### src/rtl/piso_serializer.sv
// piso_serializer: valid/ready parallel-in, one bit per clock serial-out.
// Optional even-parity trailer bit when SERIALIZER_PARITY_EN is defined.
module piso_serializer #(
    parameter int WIDTH     = 8,
    parameter bit MSB_FIRST = 1'b1
) (
    input  logic             clk,
    input  logic             reset,
    input  logic             load_valid,
    input  logic [WIDTH-1:0] load_data,
    output logic             load_ready,
    output logic             sdout,
    output logic             sdout_valid,
    output logic             last_bit,
    output logic             busy
);

`ifdef SERIALIZER_PARITY_EN
    localparam int N = WIDTH + 1;
`else
    localparam int N = WIDTH;
`endif
    localparam int CW = $clog2(N);

    typedef enum logic {
        IDLE,
        SHIFT
    } state_t;

    state_t           state;
    state_t           state_nxt;
    logic [WIDTH-1:0] sreg;
    logic [WIDTH-1:0] sreg_nxt;
    logic [WIDTH-1:0] sreg_shl;
    logic [CW-1:0]    cnt;
    logic [CW-1:0]    cnt_nxt;
    logic             at_last;
    logic             accept;
    logic             head;

    assign at_last = (state == SHIFT) && (cnt == CW'(N - 1));

    // Window is gated by reset so nothing is handshaken while held.
    assign load_ready = reset && ((state == IDLE) || at_last);
    assign accept     = load_valid && load_ready;

    assign busy        = (state == SHIFT);
    assign sdout_valid = (state == SHIFT);
    assign last_bit    = at_last;

    generate
        if (MSB_FIRST) begin : g_msb
            assign head     = sreg[WIDTH-1];
            assign sreg_shl = {sreg[WIDTH-2:0], 1'b0};
        end else begin : g_lsb
            assign head     = sreg[0];
            assign sreg_shl = {1'b0, sreg[WIDTH-1:1]};
        end
    endgenerate

`ifdef SERIALIZER_PARITY_EN
    logic par_q;
    logic par_nxt;

    always_comb begin
        par_nxt = par_q;
        if (accept) begin
            par_nxt = ^load_data;
        end
    end

    always_ff @(posedge clk or negedge reset) begin
        if (!reset) begin
            par_q <= 1'b0;
        end else begin
            par_q <= par_nxt;
        end
    end

    // The final cycle of a word carries the parity bit, not data.
    assign sdout = (state == SHIFT) && (at_last ? par_q : head);
`else
    assign sdout = (state == SHIFT) && head;
`endif

    always_comb begin
        state_nxt = state;
        sreg_nxt  = sreg;
        cnt_nxt   = cnt;
        unique case (state)
            IDLE: begin
                if (accept) begin
                    state_nxt = SHIFT;
                    sreg_nxt  = load_data;
                    cnt_nxt   = '0;
                end
            end
            SHIFT: begin
                if (at_last) begin
                    cnt_nxt = '0;
                    if (accept) begin
                        sreg_nxt = load_data;
                    end else begin
                        state_nxt = IDLE;
                        sreg_nxt  = '0;
                    end
                end else begin
                    cnt_nxt  = cnt + CW'(1);
                    sreg_nxt = sreg_shl;
                end
            end
        endcase
    end

    always_ff @(posedge clk or negedge reset) begin
        if (!reset) begin
            state <= IDLE;
            sreg  <= '0;
            cnt   <= '0;
        end else begin
            state <= state_nxt;
            sreg  <= sreg_nxt;
            cnt   <= cnt_nxt;
        end
    end

endmodule

### config.mk
export PLATFORM = sky130hd
export DESIGN_NAME = piso_serializer
export DESIGN_NICKNAME = d
export VERILOG_FILES = /design/src/rtl/piso_serializer.sv
export SDC_FILE = /design/constraint.sdc
export NUM_CORES = 1
export LEC_CHECK = 0
export BUFFER_PORTS_ARGS = -buffer_cell sky130_fd_sc_hd__buf_4
export CORE_AREA = 5 5 42 44
export DETAILED_ROUTE_END_ITERATION = 10
export DIE_AREA = 0 0 47 49
export GPL_TIMING_DRIVEN = 0
export PLACE_DENSITY = 0.68
export SYNTH_ARGS = -nofsm -noshare
export SYNTH_HDL_FRONTEND = slang
export SYNTH_SLANG_ARGS = --single-unit
### constraint.sdc
create_clock -name clk -period 1.5 [get_ports clk]
set_input_delay 0.075 -clock clk [delete_from_list [all_inputs] [get_ports clk]]
set_output_delay 0.075 -clock clk [all_outputs]
set_load 0.03 [all_outputs]
==> results_dict.tcl, run 1 <==
set metrics [dict create \
    worst_pin_slew_ns 0.451 \
    ioPinCount 16 \
    pre_cts_slack_ns -0.0246 \
    end_kind "output port" \
    p_int_mw 0.964 \
    synth_top_area_share_pct 51.9 \
    grt_pass1_vias 473 \
    syn-cell-area_um2 578 \
    min_to "sreg[3]$_DFFE_PN0P_" \
    peakVddDrop_v 0.00104 \
    status "finished, violations left" \
    period_needed_ns 1.51 \
    clock_sinks 12 \
    r2r_setup_slack_ns 0.07 \
    fmax_mhz 662 \
    vias 483 \
    synth_seq_area_share_pct 51.9 \
    max_stage_delay_ns 0.39 \
    hpwl_um 793 \
    drive_gt1_share_pct 46.2 \
    synth_nets 67 \
    worstSkewPairLatency_ns 0.27 \
    fin_hold_ws_ns 0.0131 \
    synth_top_cells_by_area "dfrtp_1, a22oi_1, nand3_1" \
    timing_hold_violations_final 0 \
    leakage_nw 0.415 \
    relSlewSlack_pct 69.9 \
    rsz0062_at_grt "yes" \
    routed_via_density 5.14 \
    die-area_mm2 0.00230 \
    slew_viol_final 0 \
    p_comb_share_pct 47.2 \
    cts_root_buf "clkbuf_4" \
    synth.distinct_cells 17 \
    critPathMaxFanout 2 \
    power.density_mw_per_mm2 1790 \
    ys_seq_elements 12 \
    grtUsageTotal_pct 12.0 \
    stdcell_count 94 \
    start_util_pct 41.2 \
    grt_max_degree 16 \
    whs_path_depth 3 \
    antenna_found_initial 0 \
    drtPass1Iterations 4 \
    maxCapViolCount 0 \
    startpoint_type "register" \
    numCtsBuffers 3 \
    arrival_ns 1.44 \
    r2r_cells 7 \
    synth_warnings 0 \
    worst-setup-path-type "reg -> out" \
    hold_start "load_data[3]" \
    p_clk_share_pct 17.0 \
    cts_max_level 1 \
    critPathBufInv 1 \
    fp-row-count 14 \
    die_y_um 49 \
    core_mm2 0.00140 \
    die_w_um 47 \
    cts_buffer_depth 2 \
    grt_pass1_wl_mm 2.03 \
    ant_nets 0 \
    crit_chain "ha_2, ha_4, nand2b_4, and2_4, buf_6" \
    setup_viol 1 \
    yosysTopAreaCell "dfrtp_1" \
    synthCells 54 \
    timing.rr.end "sreg[0]$_DFFE_PN0P_" \
    antenna_cells 0 \
    place.gp.congestion 0.695 \
    r2r-start "cnt[0]$_DFFE_PN0P_" \
    cpMaxStageDelayCell "dfrtp_1" \
    drtIter0Drc 12 \
    drc 0 \
    layout_setup_ws_ns -0.0111 \
    failed_checks "setup timing" \
    nets 92 \
    power_switching_mw 0.516 \
    syn_to_final_growth_pct 42.9 \
    num-fill-cells 127 \
    finClkSkew_ns 0.00340 \
    crit_family "flip-flops" \
    period_share_pct 101 \
    swShare_pct 34.9 \
    grt_overflow 0 \
    wl_per_cell_um 12.5 \
    dp.cells 85 \
    pwr-share-seq_pct 35.8 \
    hold_path.class "in -> reg" \
    required_ns 1.42 \
    clk_pin_slew_worst_paths_ns 0.08 \
    port_buffers 15 \
    avgSynthCellArea_um2 10.7 \
    cts_tree "done" \
    power_mw 1.48 \
    wirelength_mm 1.17 \
]
## state kept, by name, summed over array words and instances (netlist names)
register / flops
cnt: 3
sreg: 8
busy: 1
## per-layer routing
layer,track usage (%),wire length [um]
met3,3.69,64
met1,15.8,524
met5,0,0
met4,4.15,8
met2,18.1,576
## worst max path at each step
| stage | start | endpoint | slack [ns] | depth (start not counted) |
|---|---|---|---|---|
| floorplan | cnt[0]$_DFFE_PN0P_ | load_ready | 0.08 | 5 |
| global route | cnt[0]$_DFFE_PN0P_ | load_ready | -0.06 | 5 |
| global placement | cnt[0]$_DFFE_PN0P_ | load_ready | -0.02 | 6 |
| detailed placement | cnt[0]$_DFFE_PN0P_ | load_ready | -0.02 | 6 |
| CTS | cnt[1]$_DFFE_PN0P_ | load_ready | -0.10 | 6 |
| finish | cnt[0]$_DFFE_PN0P_ | load_ready | -0.01 | 5 |
## power by group through the flow
stage          registers [mW]  clock network (mW)  logic, mW
6_report                0.530               0.251      0.699
3_5_place_dp            0.528                   0      0.573
5_1_grt                 0.546               0.281      0.773
3_3_place_gp            0.526                   0      0.564
4_1_cts                 0.531               0.258      0.689
2_1_floorplan           0.524                   0      0.411
## through the flow
step                area, um2  utilization (%)  TNS [ns]
global route              826             58.9    -0.110
global placement          711             50.7   -0.0159
detailed placement        711             50.7   -0.0246
finish                    826             58.9   -0.0111
floorplan                 578                -         0
CTS                       816             58.2    -0.140
## layout by cell type, fill, tap and decap left out
cell / synthesis / routed
buf_6: 1 / 3
a22oi_1: 7 / 7
ha_2: 0 / 1
o21ai_1: 1 / 1
and2_2: 2 / 1
buf_4: 3 / 20
nor2b_4: 1 / 1
dfrtp_1: 12 / 12
nand3_1: 8 / 7
a21oi_2: 1 / 1
and2_1: 2 / 1
and2_4: 0 / 2
clkbuf_8: 0 / 1
a22o_1: 2 / 2
nand2_1: 8 / 8
clkbuf_4: 0 / 3
nand3_2: 0 / 1
ha_4: 0 / 1
nand2b_4: 0 / 1
inv_1: 1 / 1
o31ai_1: 1 / 1
dlygate4sd3_1: 0 / 1
or2_1: 1 / 1
## area by class of cell
| class | count | area (um2) | area share, % |
|---|---|---|---|
| Buffer | 3 | 26.3 | 3.18 |
| Clock buffer | 4 | 36.3 | 4.39 |
| Inverter | 1 | 3.75 | 0.455 |
| Multi-Input combinational cell | 37 | 272 | 32.9 |
| Sequential cell | 12 | 300 | 36.4 |
| Tap cell | 16 | 20.0 | 2.42 |
| Timing Repair Buffer | 21 | 168 | 20.3 |
## Yosys cell counts, drive strengths merged
cell / n
a21oi: 1
a22o: 2
a22oi: 7
and2: 4
buf: 4
dfrtp: 12
ha: 2
inv: 1
nand2: 8
nand2b: 1
nand3: 8
nor2b: 1
o21ai: 1
o31ai: 1
or2: 1
## cells by family (layout without fill, tap and decap cells)
logic type      after synthesis  in the layout  synth area share, %
fa+ha+maj                     2              2                 4.33
simple gates                 23             23                 21.4
flops                        12             12                 51.9
compound gates               12             12                 15.8
buf+inv                       5             29                 6.49
## timing repair
| item | CTS | global route |
|---|---|---|
| endpoints found under the setup margin | 2 | 3 |
| gates cloned | 0 | 0 |
| hold buffers | 1 | 0 |
| gates resized for setup | 8 | 2 |
| setup buffers | 3 | 2 |
| hold endpoints to repair | 12 | 0 |
| pin swaps | 1 | 1 |
## worst reg2reg max path, cell delays in order (launching register included)
cell and delay [ns]:
dfrtp_1 0.39, ha_2 0.20, ha_4 0.16, nand2b_4 0.14
buf_4 0.13, buf_4 0.16, nand3_2 0.07, o31ai_1 0.06
Power figures use the tool's default switching activity.
==> run 2: changes to the inputs <==
--- a/config.mk
+++ b/config.mk
@@ -5,11 +5,11 @@
 export SDC_FILE = /design/constraint.sdc
 export NUM_CORES = 1
 export LEC_CHECK = 0
+export ABC_AREA = 1
 export BUFFER_PORTS_ARGS = -buffer_cell sky130_fd_sc_hd__buf_4
-export CORE_AREA = 5 5 42 44
+export CORE_MARGIN = 5
+export CORE_UTILIZATION = 45
 export DETAILED_ROUTE_END_ITERATION = 10
-export DIE_AREA = 0 0 47 49
-export GPL_TIMING_DRIVEN = 0
 export PLACE_DENSITY = 0.68
 export SYNTH_ARGS = -nofsm -noshare
 export SYNTH_HDL_FRONTEND = slang
==> run 2 against run 1 <==
Net effect:
- the run now ends clean
- die area increased by 6.8%
- register-to-register slack improved by 0.10 ns
- cell count increased by 32%
- synthesized cell count increased by 69%
- via count increased by 19%
- clock power decreased by 18%
- non-clock buffer count decreased by 4
- sequential share of layout area decreased by 2.7 points
- power increased by 14%
- count of clock-buffer cells in the layout decreased by 1
- critical path depth increased by 1
- critical endpoint unchanged
==> results_dict.tcl, run 2 <==
set metrics [dict create \
    fp-row-count 14 \
    synth_top_cells_by_area "dfrtp_1, inv_1, nand2_1" \
    drc 0 \
    start_util_pct 47.4 \
    whs_path_depth 3 \
    worst-setup-path-type "reg -> out" \
    maxCapViolCount 0 \
    yosysTopAreaCell "dfrtp_1" \
    worst_pin_slew_ns 0.438 \
    final_common_cell "nand2_1" \
    core_mm2 0.00149 \
    worstSkewPairLatency_ns 0.27 \
    relSlewSlack_pct 70.7 \
    synth_warnings 0 \
    critPathCapture "load_ready" \
    port_buffers 15 \
    syn_to_final_growth_pct 26.4 \
    startpoint_type "register" \
    cts_max_level 1 \
    grt_max_degree 22 \
    drtPass1Iterations 2 \
    wl_per_cell_um 11.5 \
    synth_top_area_share_pct 42.6 \
    stdcell_count 124 \
    avgSynthCellArea_um2 7.75 \
    wirelength_mm 1.42 \
    ant_nets 0 \
    critPathMaxFanout 3 \
    hold_path.class "in -> reg" \
    multiInputGateArea_um2 319 \
    synthTopCellsByCount "inv_1, nand2_1, nor2_1" \
    ys_async_sr_fraction_pct 100 \
    setup_viol 0 \
    clock_sinks 12 \
    arrival_ns 1.41 \
    synth.distinct_cells 15 \
    antenna_cells 0 \
    final_cell_mix "nand2_1, inv_1, buf_4" \
    antenna_found_initial 0 \
    largest_reg_flops 8 \
    required_ns 1.42 \
    ioPinCount 16 \
    die_w_um 49.6 \
    yosys_most_used_dff "dfrtp_1" \
    grt_pass1_vias 570 \
    rsz0062_at_grt "yes" \
    period_share_pct 98.7 \
    r2r-start "cnt[1]$_DFFE_PN0P_" \
    pre_cts_slack_ns 0.0586 \
    layout_setup_ws_ns 0.0200 \
    die_y_um 49.6 \
    drive_gt1_share_pct 26.9 \
    r2r_setup_slack_ns 0.17 \
    vias 577 \
    place.gp.congestion 0.740 \
    period_needed_ns 1.48 \
    cts_root_buf "clkbuf_4" \
    finClkSkew_ns 0.000905 \
    leakage_nw 0.486 \
    clk_pin_slew_worst_paths_ns 0.08 \
    dp.cells 117 \
    register_area_um2 300 \
    grt_overflow 0 \
    timing.rr.end "busy$_DFF_PN0_" \
    synth_nets 104 \
    syn-cell-area_um2 706 \
    grtUsageTotal_pct 13.1 \
    nets 123 \
    synthCells 91 \
    power.density_mw_per_mm2 1890 \
    fmax_mhz 676 \
    slew_viol_final 0 \
    die-area_mm2 0.00246 \
    hpwl_um 908 \
    cp-startpoint "cnt[1]$_DFFE_PN0P_" \
    ys_seq_elements 12 \
    num-fill-cells 135 \
    r2r_cells 8 \
    routed_via_density 4.65 \
    status "completed" \
    cts_buffer_depth 2 \
    grt_pass1_wl_mm 2.53 \
    synth_edf_count 0 \
    timing_hold_violations_final 0 \
    peakVddDrop_v 0.000911 \
    numCtsBuffers 3 \
    largest-register "sreg" \
    end_kind "output port" \
    drtIter0Drc 6 \
    cts_tree "done" \
    synth_seq_area_share_pct 42.6 \
]
## run 2: changes by cell type in the layout (fill, tap and decap cells not counted), moves of 2 or more
| cell | change |
|---|---|
| inv_1 | +16 |
| nor2_1 | +14 |
| nand2_1 | +10 |
| a22oi_1 | -7 |
| nand4_1 | +7 |
| a21oi_1 | +6 |
| nand3_1 | -4 |
| buf_4 | -3 |
| a22o_1 | -2 |
| and2_4 | -2 |
## run 2: cell families (layout without fill, tap and decap cells)
logic type	count (synthesis)	count (layout)	synth area share (%)
buffers and inverters	24	41	18.1
DFF	12	12	42.6
adders and majority gates	2	2	3.55
AOI/OAI and AO/OA	10	10	9.58
and+or+nand+nor	43	43	26.2
## run 2: final cells by class
cell class	instances	area share, %
clock buffers	3	2.52
inverters	18	7.85
repair buffers	20	18.0
well taps	16	2.24
multi-input cells	55	35.8
flip-flops and latches	12	33.7
## run 2: how the worst min path moves through the flow
stage                          endpoint  slack (ns)          from
floorplan                busy$_DFF_PN0_       -0.22         reset
global route        sreg[0]$_DFFE_PN0P_        0.06  load_data[0]
detailed placement  sreg[6]$_DFFE_PN0P_       -0.03         reset
finish              sreg[0]$_DFFE_PN0P_        0.02  load_data[0]
CTS                 sreg[0]$_DFFE_PN0P_        0.03  load_data[0]
global placement    sreg[0]$_DFFE_PN0P_       -0.04         reset
## run 2: critical path: stages (launching register included)
cell and delay, ns:
dfrtp_1 0.40, ha_4 0.16, ha_4 0.14, inv_4 0.04, buf_6 0.11, a21boi_4 0.13
buf_6 0.15
## run 2: where the power goes
part | leakage [nW] | switching (mW) | internal (mW)
Clock | 0.0138 | 0.112 | 0.0929
Sequential | 0.148 | 0.113 | 0.472
Combinational | 0.324 | 0.514 | 0.386
## run 2: per-stage QoR
| step | instance area (um2) | util [%] | hold WS, ns | total power [mW] | TNS (ns) |
|---|---|---|---|---|---|
| global placement | 790 | 53.0 | -0.0399 | 1.32 | 0 |
| floorplan | 709 | - | -0.221 | 1.21 | 0 |
| global route | 892 | 59.9 | 0.0569 | 1.86 | -0.0397 |
| CTS | 863 | 58.0 | 0.0295 | 1.61 | 0 |
| finish | 892 | 59.9 | 0.0242 | 1.69 | 0 |
| detailed placement | 790 | 53.0 | -0.0349 | 1.34 | 0 |
## run 2: routing by layer
metal / share of wire, % / vias to the layer above / track usage, %
met5: 0 / - / 0
met2: 47 / 12 / 19.7
li1: - / 313 / -
met3: 3.3 / 2 / 1.81
met4: 0.70 / 0 / 5.24
met1: 49 / 250 / 18.8
## run 2: repair_timing
action / 4_1_cts / 5_1_grt
setup buffers: 2 / 1
resized for setup: 6 / 4
endpoints found under the hold margin: 12 / 0
endpoints found under the setup margin: 1 / 8
pin swaps: 1 / 2
hold buffers: 1 / 0
